File: config.mk
export PLATFORM = sky130hd
export DESIGN_NAME = dp_mem_port_queue
export DESIGN_NICKNAME = d
export VERILOG_FILES = /design/src/rtl/dp_mem_port_queue.sv
export SDC_FILE = /design/constraint.sdc
export NUM_CORES = 1
export LEC_CHECK = 0
export CAP_MARGIN = 20
export CORE_UTILIZATION = 47
export CTS_CLUSTER_DIAMETER = 60
export DETAILED_ROUTE_END_ITERATION = 6
export PLACE_DENSITY = 0.82
export SYNTH_ARGS = -nofsm -noshare
export SYNTH_HDL_FRONTEND = slang
export SYNTH_SLANG_ARGS = --single-unit
File: constraint.sdc
create_clock -name clk -period 2.2 [get_ports clk]
set_input_delay 0.44 -clock clk [delete_from_list [all_inputs] [get_ports clk]]
set_output_delay 0.44 -clock clk [all_outputs]
set_load 0.05 [all_outputs]
File: src/rtl/dp_mem_port_queue.sv
// Per-port command/response queue in front of one DP_MEM port; reads are credit-limited.
// Define DP_MEM_QUEUE_STATS_EN to build the saturating write/read/full statistics counters.
module dp_mem_port_queue #(
  parameter int ADDR_W    = 8,
  parameter int DATA_W    = 32,
  parameter int CMD_DEPTH = 4,
  parameter int RSP_DEPTH = 4
) (
  input  logic              clk,
  input  logic              rst,
  input  logic              s_valid,
  output logic              s_ready,
  input  logic              s_op,
  input  logic [ADDR_W-1:0] s_addr,
  input  logic [DATA_W-1:0] s_wr_data,
  output logic              mem_valid,
  input  logic              mem_ready,
  output logic              mem_op,
  output logic [ADDR_W-1:0] mem_addr,
  output logic [DATA_W-1:0] mem_wr_data,
  input  logic [DATA_W-1:0] mem_rd_data,
  output logic              r_valid,
  input  logic              r_ready,
  output logic [ADDR_W-1:0] r_addr,
  output logic [DATA_W-1:0] r_data,
  output logic [31:0]       stat_wr,
  output logic [31:0]       stat_rd,
  output logic [31:0]       stat_full
);

  localparam int CMD_PW = $clog2(CMD_DEPTH);
  localparam int CMD_CW = CMD_PW + 1;
  localparam int RSP_PW = $clog2(RSP_DEPTH);
  localparam int RSP_CW = RSP_PW + 1;
  localparam logic [CMD_CW-1:0] CMD_FULL = CMD_CW'(CMD_DEPTH);
  localparam logic [RSP_CW-1:0] RSP_FULL = RSP_CW'(RSP_DEPTH);

  logic              cmd_op_q   [CMD_DEPTH];
  logic              cmd_op_d   [CMD_DEPTH];
  logic [ADDR_W-1:0] cmd_addr_q [CMD_DEPTH];
  logic [ADDR_W-1:0] cmd_addr_d [CMD_DEPTH];
  logic [DATA_W-1:0] cmd_data_q [CMD_DEPTH];
  logic [DATA_W-1:0] cmd_data_d [CMD_DEPTH];
  logic [CMD_PW-1:0] cmd_wr_ptr_q, cmd_wr_ptr_d;
  logic [CMD_PW-1:0] cmd_rd_ptr_q, cmd_rd_ptr_d;
  logic [CMD_CW-1:0] cmd_count_q, cmd_count_d;

  logic [ADDR_W-1:0] rsp_addr_q [RSP_DEPTH];
  logic [ADDR_W-1:0] rsp_addr_d [RSP_DEPTH];
  logic [DATA_W-1:0] rsp_data_q [RSP_DEPTH];
  logic [DATA_W-1:0] rsp_data_d [RSP_DEPTH];
  logic [RSP_PW-1:0] rsp_wr_ptr_q, rsp_wr_ptr_d;
  logic [RSP_PW-1:0] rsp_rd_ptr_q, rsp_rd_ptr_d;
  logic [RSP_CW-1:0] rsp_count_q, rsp_count_d;

  logic              inflight_q, inflight_d;
  logic [ADDR_W-1:0] inflight_addr_q, inflight_addr_d;

  logic              head_op;
  logic [RSP_CW:0]   credit_used;
  logic              credit_ok;
  logic              cmd_push, cmd_pop, rd_xfer, rsp_push, rsp_pop;

  // A read may only issue if its response is guaranteed a slot, counting the one in flight.
  always_comb begin
    head_op     = cmd_op_q[cmd_rd_ptr_q];
    credit_used = {1'b0, rsp_count_q} + {{RSP_CW{1'b0}}, inflight_q};
    credit_ok   = credit_used < {1'b0, RSP_FULL};
    s_ready     = !rst && (cmd_count_q < CMD_FULL);
    mem_valid   = !rst && (cmd_count_q != '0) && (head_op || credit_ok);
    mem_op      = mem_valid ? head_op : 1'b0;
    mem_addr    = mem_valid ? cmd_addr_q[cmd_rd_ptr_q] : '0;
    mem_wr_data = mem_valid ? cmd_data_q[cmd_rd_ptr_q] : '0;
    cmd_push    = s_valid && s_ready;
    cmd_pop     = mem_valid && mem_ready;
    rd_xfer     = cmd_pop && !head_op;
    rsp_push    = inflight_q;
    r_valid     = rsp_count_q != '0;
    r_addr      = r_valid ? rsp_addr_q[rsp_rd_ptr_q] : '0;
    r_data      = r_valid ? rsp_data_q[rsp_rd_ptr_q] : '0;
    rsp_pop     = r_valid && r_ready;
  end

  always_comb begin
    cmd_wr_ptr_d    = cmd_wr_ptr_q;
    cmd_rd_ptr_d    = cmd_rd_ptr_q;
    cmd_count_d     = cmd_count_q;
    rsp_wr_ptr_d    = rsp_wr_ptr_q;
    rsp_rd_ptr_d    = rsp_rd_ptr_q;
    rsp_count_d     = rsp_count_q;
    inflight_d      = rd_xfer;
    inflight_addr_d = rd_xfer ? cmd_addr_q[cmd_rd_ptr_q] : inflight_addr_q;
    if (cmd_push) cmd_wr_ptr_d = cmd_wr_ptr_q + 1'b1;
    if (cmd_pop) cmd_rd_ptr_d = cmd_rd_ptr_q + 1'b1;
    case ({cmd_push, cmd_pop})
      2'b10:   cmd_count_d = cmd_count_q + 1'b1;
      2'b01:   cmd_count_d = cmd_count_q - 1'b1;
      default: cmd_count_d = cmd_count_q;
    endcase
    if (rsp_push) rsp_wr_ptr_d = rsp_wr_ptr_q + 1'b1;
    if (rsp_pop) rsp_rd_ptr_d = rsp_rd_ptr_q + 1'b1;
    case ({rsp_push, rsp_pop})
      2'b10:   rsp_count_d = rsp_count_q + 1'b1;
      2'b01:   rsp_count_d = rsp_count_q - 1'b1;
      default: rsp_count_d = rsp_count_q;
    endcase
  end

  always_comb begin
    cmd_op_d   = cmd_op_q;
    cmd_addr_d = cmd_addr_q;
    cmd_data_d = cmd_data_q;
    rsp_addr_d = rsp_addr_q;
    rsp_data_d = rsp_data_q;
    if (cmd_push) begin
      cmd_op_d[cmd_wr_ptr_q]   = s_op;
      cmd_addr_d[cmd_wr_ptr_q] = s_addr;
      cmd_data_d[cmd_wr_ptr_q] = s_wr_data;
    end
    if (rsp_push) begin
      rsp_addr_d[rsp_wr_ptr_q] = inflight_addr_q;
      rsp_data_d[rsp_wr_ptr_q] = mem_rd_data;
    end
  end

  always_ff @(posedge clk) begin
    if (rst) begin
      cmd_wr_ptr_q    <= '0;
      cmd_rd_ptr_q    <= '0;
      cmd_count_q     <= '0;
      rsp_wr_ptr_q    <= '0;
      rsp_rd_ptr_q    <= '0;
      rsp_count_q     <= '0;
      inflight_q      <= 1'b0;
      inflight_addr_q <= '0;
    end else begin
      cmd_wr_ptr_q    <= cmd_wr_ptr_d;
      cmd_rd_ptr_q    <= cmd_rd_ptr_d;
      cmd_count_q     <= cmd_count_d;
      rsp_wr_ptr_q    <= rsp_wr_ptr_d;
      rsp_rd_ptr_q    <= rsp_rd_ptr_d;
      rsp_count_q     <= rsp_count_d;
      inflight_q      <= inflight_d;
      inflight_addr_q <= inflight_addr_d;
    end
  end

  // Entry storage needs no reset: the counts alone decide which entries are live.
  always_ff @(posedge clk) begin
    cmd_op_q   <= cmd_op_d;
    cmd_addr_q <= cmd_addr_d;
    cmd_data_q <= cmd_data_d;
    rsp_addr_q <= rsp_addr_d;
    rsp_data_q <= rsp_data_d;
  end

`ifdef DP_MEM_QUEUE_STATS_EN
  logic [31:0] stat_wr_q, stat_wr_d;
  logic [31:0] stat_rd_q, stat_rd_d;
  logic [31:0] stat_full_q, stat_full_d;

  always_comb begin
    stat_wr_d   = stat_wr_q;
    stat_rd_d   = stat_rd_q;
    stat_full_d = stat_full_q;
    if (cmd_pop && head_op && (stat_wr_q != '1)) stat_wr_d = stat_wr_q + 32'd1;
    if (rd_xfer && (stat_rd_q != '1)) stat_rd_d = stat_rd_q + 32'd1;
    if ((cmd_count_q == CMD_FULL) && (stat_full_q != '1)) stat_full_d = stat_full_q + 32'd1;
  end

  always_ff @(posedge clk) begin
    if (rst) begin
      stat_wr_q   <= '0;
      stat_rd_q   <= '0;
      stat_full_q <= '0;
    end else begin
      stat_wr_q   <= stat_wr_d;
      stat_rd_q   <= stat_rd_d;
      stat_full_q <= stat_full_d;
    end
  end

  assign stat_wr   = stat_wr_q;
  assign stat_rd   = stat_rd_q;
  assign stat_full = stat_full_q;
`else
  assign stat_wr   = '0;
  assign stat_rd   = '0;
  assign stat_full = '0;
`endif

endmodule

==> results.md <==
* Std cell rows at 63
* Worst VDD drop at roughly 0.00056 V
* CTS Buf Count at 36
* Worst Path Max Fanout at 9
* Setup Skew at roughly 0.016 ns
* Crit path DAT at 2.30 ns
* Ports at 258
* Synthesized area per cell at 19.2 um^2
* CTS tree: yes
* Violations in the final reports: negative setup slack
* Cell Count, Final, Fillers Out at 1377
* Clk sinks at 347
* R2R setup slack at -0.41 ns
* Seq/Total Area, Yosys at 72.4%
* Area share of the largest cell type after synthesis at about 70%
* Routed wire length at 28500 um
* DR iter-0 viols at 547
* Synth area leaders: edfxtp_1 69%, mux4_2 13%, buf_4 5.1%, dfxtp_1 3.3%, and2_1 2.1%
* Cell mode on critical path: buf_12
* PortBufs at 161
* Ys async rst share at 0%
* Worst path max stage delay at ~0.54 ns
* Layout cells sized above 1 at a little under two fifths
* Net switching power at 0.00430 W
* # setup viols final at 84
* Drt drc at 0
* Routed len/inst at between 20 and 25 um
* GR Overflow Total at 0
* Worst hold path startpoint: inflight_addr_q[2]$_SDFFE_PP0P_
* First-pass DRT Iterations at 4
* Core footprint at 29600 um^2
* Hold Path Depth at 0
* DR vias at 6944
* Detailed Place HPWL at between 15000 and 20000 um
* GRT Overall Usage at 18.3%
* Worst Path Required at 1.76 ns
* Highest Clock Rate at 365 MHz
* Critical R2R Capture: cmd_count_q[2]$_SDFFE_PP0P_
* RSZ-0062 raised after global routing: true
* Largest net degree at the start of global routing at 43
* FF-to-FF Start: cmd_rd_ptr_q[0]$_SDFFE_PP0P_
* CP Launch Type: register
* Number of synthesized flops with an enable pin at 324
* Outcome: complete, but fails checks
* Setup ws final at -0.543 ns
* Starting Density at 47.6%
* Area delta synth->final at 33.7%
* Yosys warning total at 0
* Logic pwr share at 20.8%
* First-pass GRT wire length at approximately 42000 um
* Hold WS at 0.505 ns
* Die H at 175 um
* Sw Share at 25.2%
* Root Buffer: clkbuf_16
* Synth Instances at 733
* Critical Path End Type: output port
* Clock Pin Slew Worst Setup and Hold Paths at ~0.06 ns
* Worst path cell trace: mux4_2, o21ai_4, buf_12, buf_12, and2b_2, buf_6
* Fin. Hold Viols at 0
* Hold worst-path end: rsp_addr_q[26]$_DFFE_PP_
* Net count, final at about 1100
* Detailed-route vias per instance at a little over 5
* Distinct cells, synth at 32
* Hold_buf cts at 0
* Clk network pwr share at between 30% and 40%
* Worst skew pair latency at approximately 0.5 ns
* Lkg Pwr at 6.59 nW
* Slowest CP cell: mux4_2
* P_int at 0.0127 W
* Slew Limit Fails at 0
* Mapped cell area at between 10000 and 15000 um^2
* Reg2reg path depth at 9
* Die area at 30700 um^2
* Diodes inserted at 0
* Clock Tree Buf Depth at 3
* Initial antenna violation count at 1
* GPL Wtd Cong at 0.705
* Synth Flop Type: edfxtp_1
* Final worst-path cycle share at 125%
* Die width at 175 um
* Tmin final at 2.74 ns
* Synth area leader: edfxtp_1
* Yosys reg bits at 347
* Routed Antenna Nets at 0
* Cells after DPL at 1290
* Maximum level of the CTS H-tree at 2
* Max Cap Viol at 0
* Crit Path Class: register to output port
* Seq pwr share at 43.5%
* Power density over the cells at 905 nW/um^2
* Hold crit path type: register to register
* Number of global-route vias before repair at 7121
==> per-layer routing <==
layer	vias to the layer above	track usage, %	routed length, um
li1	3102	-	-
met1	3533	23.3	11100
met2	267	30.7	14500
met3	40	4.96	2370
met4	2	5.65	533
met5	-	0	16
==> cell families (layout without fill, tap and decap cells) <==
group                      count (synthesis)  after routing  synth area share [%]
buffers and inverters                    140            299                  6.48
other                                      1             96                0.0266
xor gates and xnor gates                  10             10                 0.622
AOI/OAI and AO/OA                         10             10                 0.471
adders and majority gates                 12             12                  1.17
and+or+nand+nor                          122            122                  5.21
muxes                                     91             91                  13.7
DFF                                      347            347                  72.4
==> how the worst max path moves through the flow <==
| stage | slack [ns] | to | cells after the start | start |
|---|---|---|---|---|
| 2_1_floorplan | -0.14 | cmd_count_q[2]$_SDFFE_PP0P_ | 8 | cmd_rd_ptr_q[0]$_SDFFE_PP0P_ |
| 3_3_place_gp | -0.24 | cmd_count_q[2]$_SDFFE_PP0P_ | 9 | rst |
| 3_5_place_dp | -0.28 | cmd_count_q[2]$_SDFFE_PP0P_ | 9 | rst |
| 4_1_cts | -0.53 | mem_wr_data[6] | 6 | cmd_op_q[1]$_DFFE_PP_ |
| 5_1_grt | -0.59 | mem_wr_data[13] | 6 | cmd_rd_ptr_q[0]$_SDFFE_PP0P_ |
| 6_report | -0.54 | mem_wr_data[6] | 6 | cmd_rd_ptr_q[0]$_SDFFE_PP0P_ |
==> cell usage after synthesis (6+ instances only) <==
master and n:
edfxtp_1 324, and2_1 47, ha_1 10, inv_1 10
buf_2 9, and2b_1 18, clkbuf_1 20, buf_4 96
nor2b_1 24, mux2i_1 10, nor2_1 21, dfxtp_1 23
xor2_1 6, mux4_2 81
==> flip-flops by register name, indices dropped and copies added, names as in the netlist, 3 cells and up <==
signal	flops
rsp_count_q	3
cmd_data_q	128
rsp_addr_q	32
inflight_addr_q	8
rsp_data_q	128
cmd_addr_q	32
cmd_op_q	4
cmd_count_q	3
==> cell type report <==
class / instances / area [um^2]
inverters: 10 / 40.0
well taps: 390 / 488
clock buffers: 43 / 948
clock inverters: 17 / 228
multi-input cells: 341 / 3660
flip-flops and latches: 347 / 10200
fillers: 1976 / 10700
repair buffers: 229 / 3260
==> cells in the final DEF, fill, tap and decap left out, types with 5 or more instances in the layout <==
master and count:
buf_6 30, xor2_1 6, mux2i_1 10, buf_8 8, buf_16 9, dfxtp_1 19, clkbuf_16 39, nor2b_2 5
ha_1 9, and2b_2 13, nor2b_4 17, buf_4 26, nor2_1 19, clkdlybuf4s50_1 77, mux4_2 81, and2_4 42
inv_1 9, clkinv_1 9, and2b_1 5, conb_1 96, bufinv_16 6, clkbuf_1 6, edfxtp_1 324, buf_12 77
==> power by group through the flow <==
stage                     Sequential [W]  Clock (W)  Combinational [W]
after floorplan                  0.00753          0            0.00193
after global placement           0.00754          0            0.00291
after detailed placement         0.00755          0            0.00295
after CTS                        0.00741    0.00620            0.00352
after global routing             0.00743    0.00647            0.00370
final                            0.00742    0.00609            0.00354
==> critical path: cells and delay by family, from the launching register on <==
family                 cells  cell delay, ns
buffers and inverters      3            0.44
AO/OA/AOI/OAI              1            0.22
multiplexers               1            0.54
flip-flops                 1            0.36
AND/OR/NAND/NOR            1            0.22
==> per-stage QoR <==
| stage | TNS [ns] | worst slack (ns) | instance area [um^2] | total power [W] | utilization (%) |
|---|---|---|---|---|---|
| 6_report | -29.68 | -0.543 | 18800 | 0.0170 | 63.7 |
| 5_1_grt | -33.74 | -0.594 | 18800 | 0.0176 | 63.7 |
| 4_1_cts | -30.44 | -0.528 | 18700 | 0.0171 | 63.4 |
| 3_5_place_dp | -6.55 | -0.280 | 16700 | 0.0105 | 56.5 |
| 3_3_place_gp | -4.25 | -0.239 | 16700 | 0.0104 | 56.5 |
| 2_1_floorplan | -0.975 | -0.135 | 14500 | 0.00946 | - |
==> timing repair <==
action                                 CTS  global route
gates cloned                            12             2
pin swaps                                4             2
setup endpoints to repair               83            94
endpoints found under the hold margin    0             0
setup buffers                           15             4
gates resized for setup                108            33
Power figures use the tool's default switching activity.
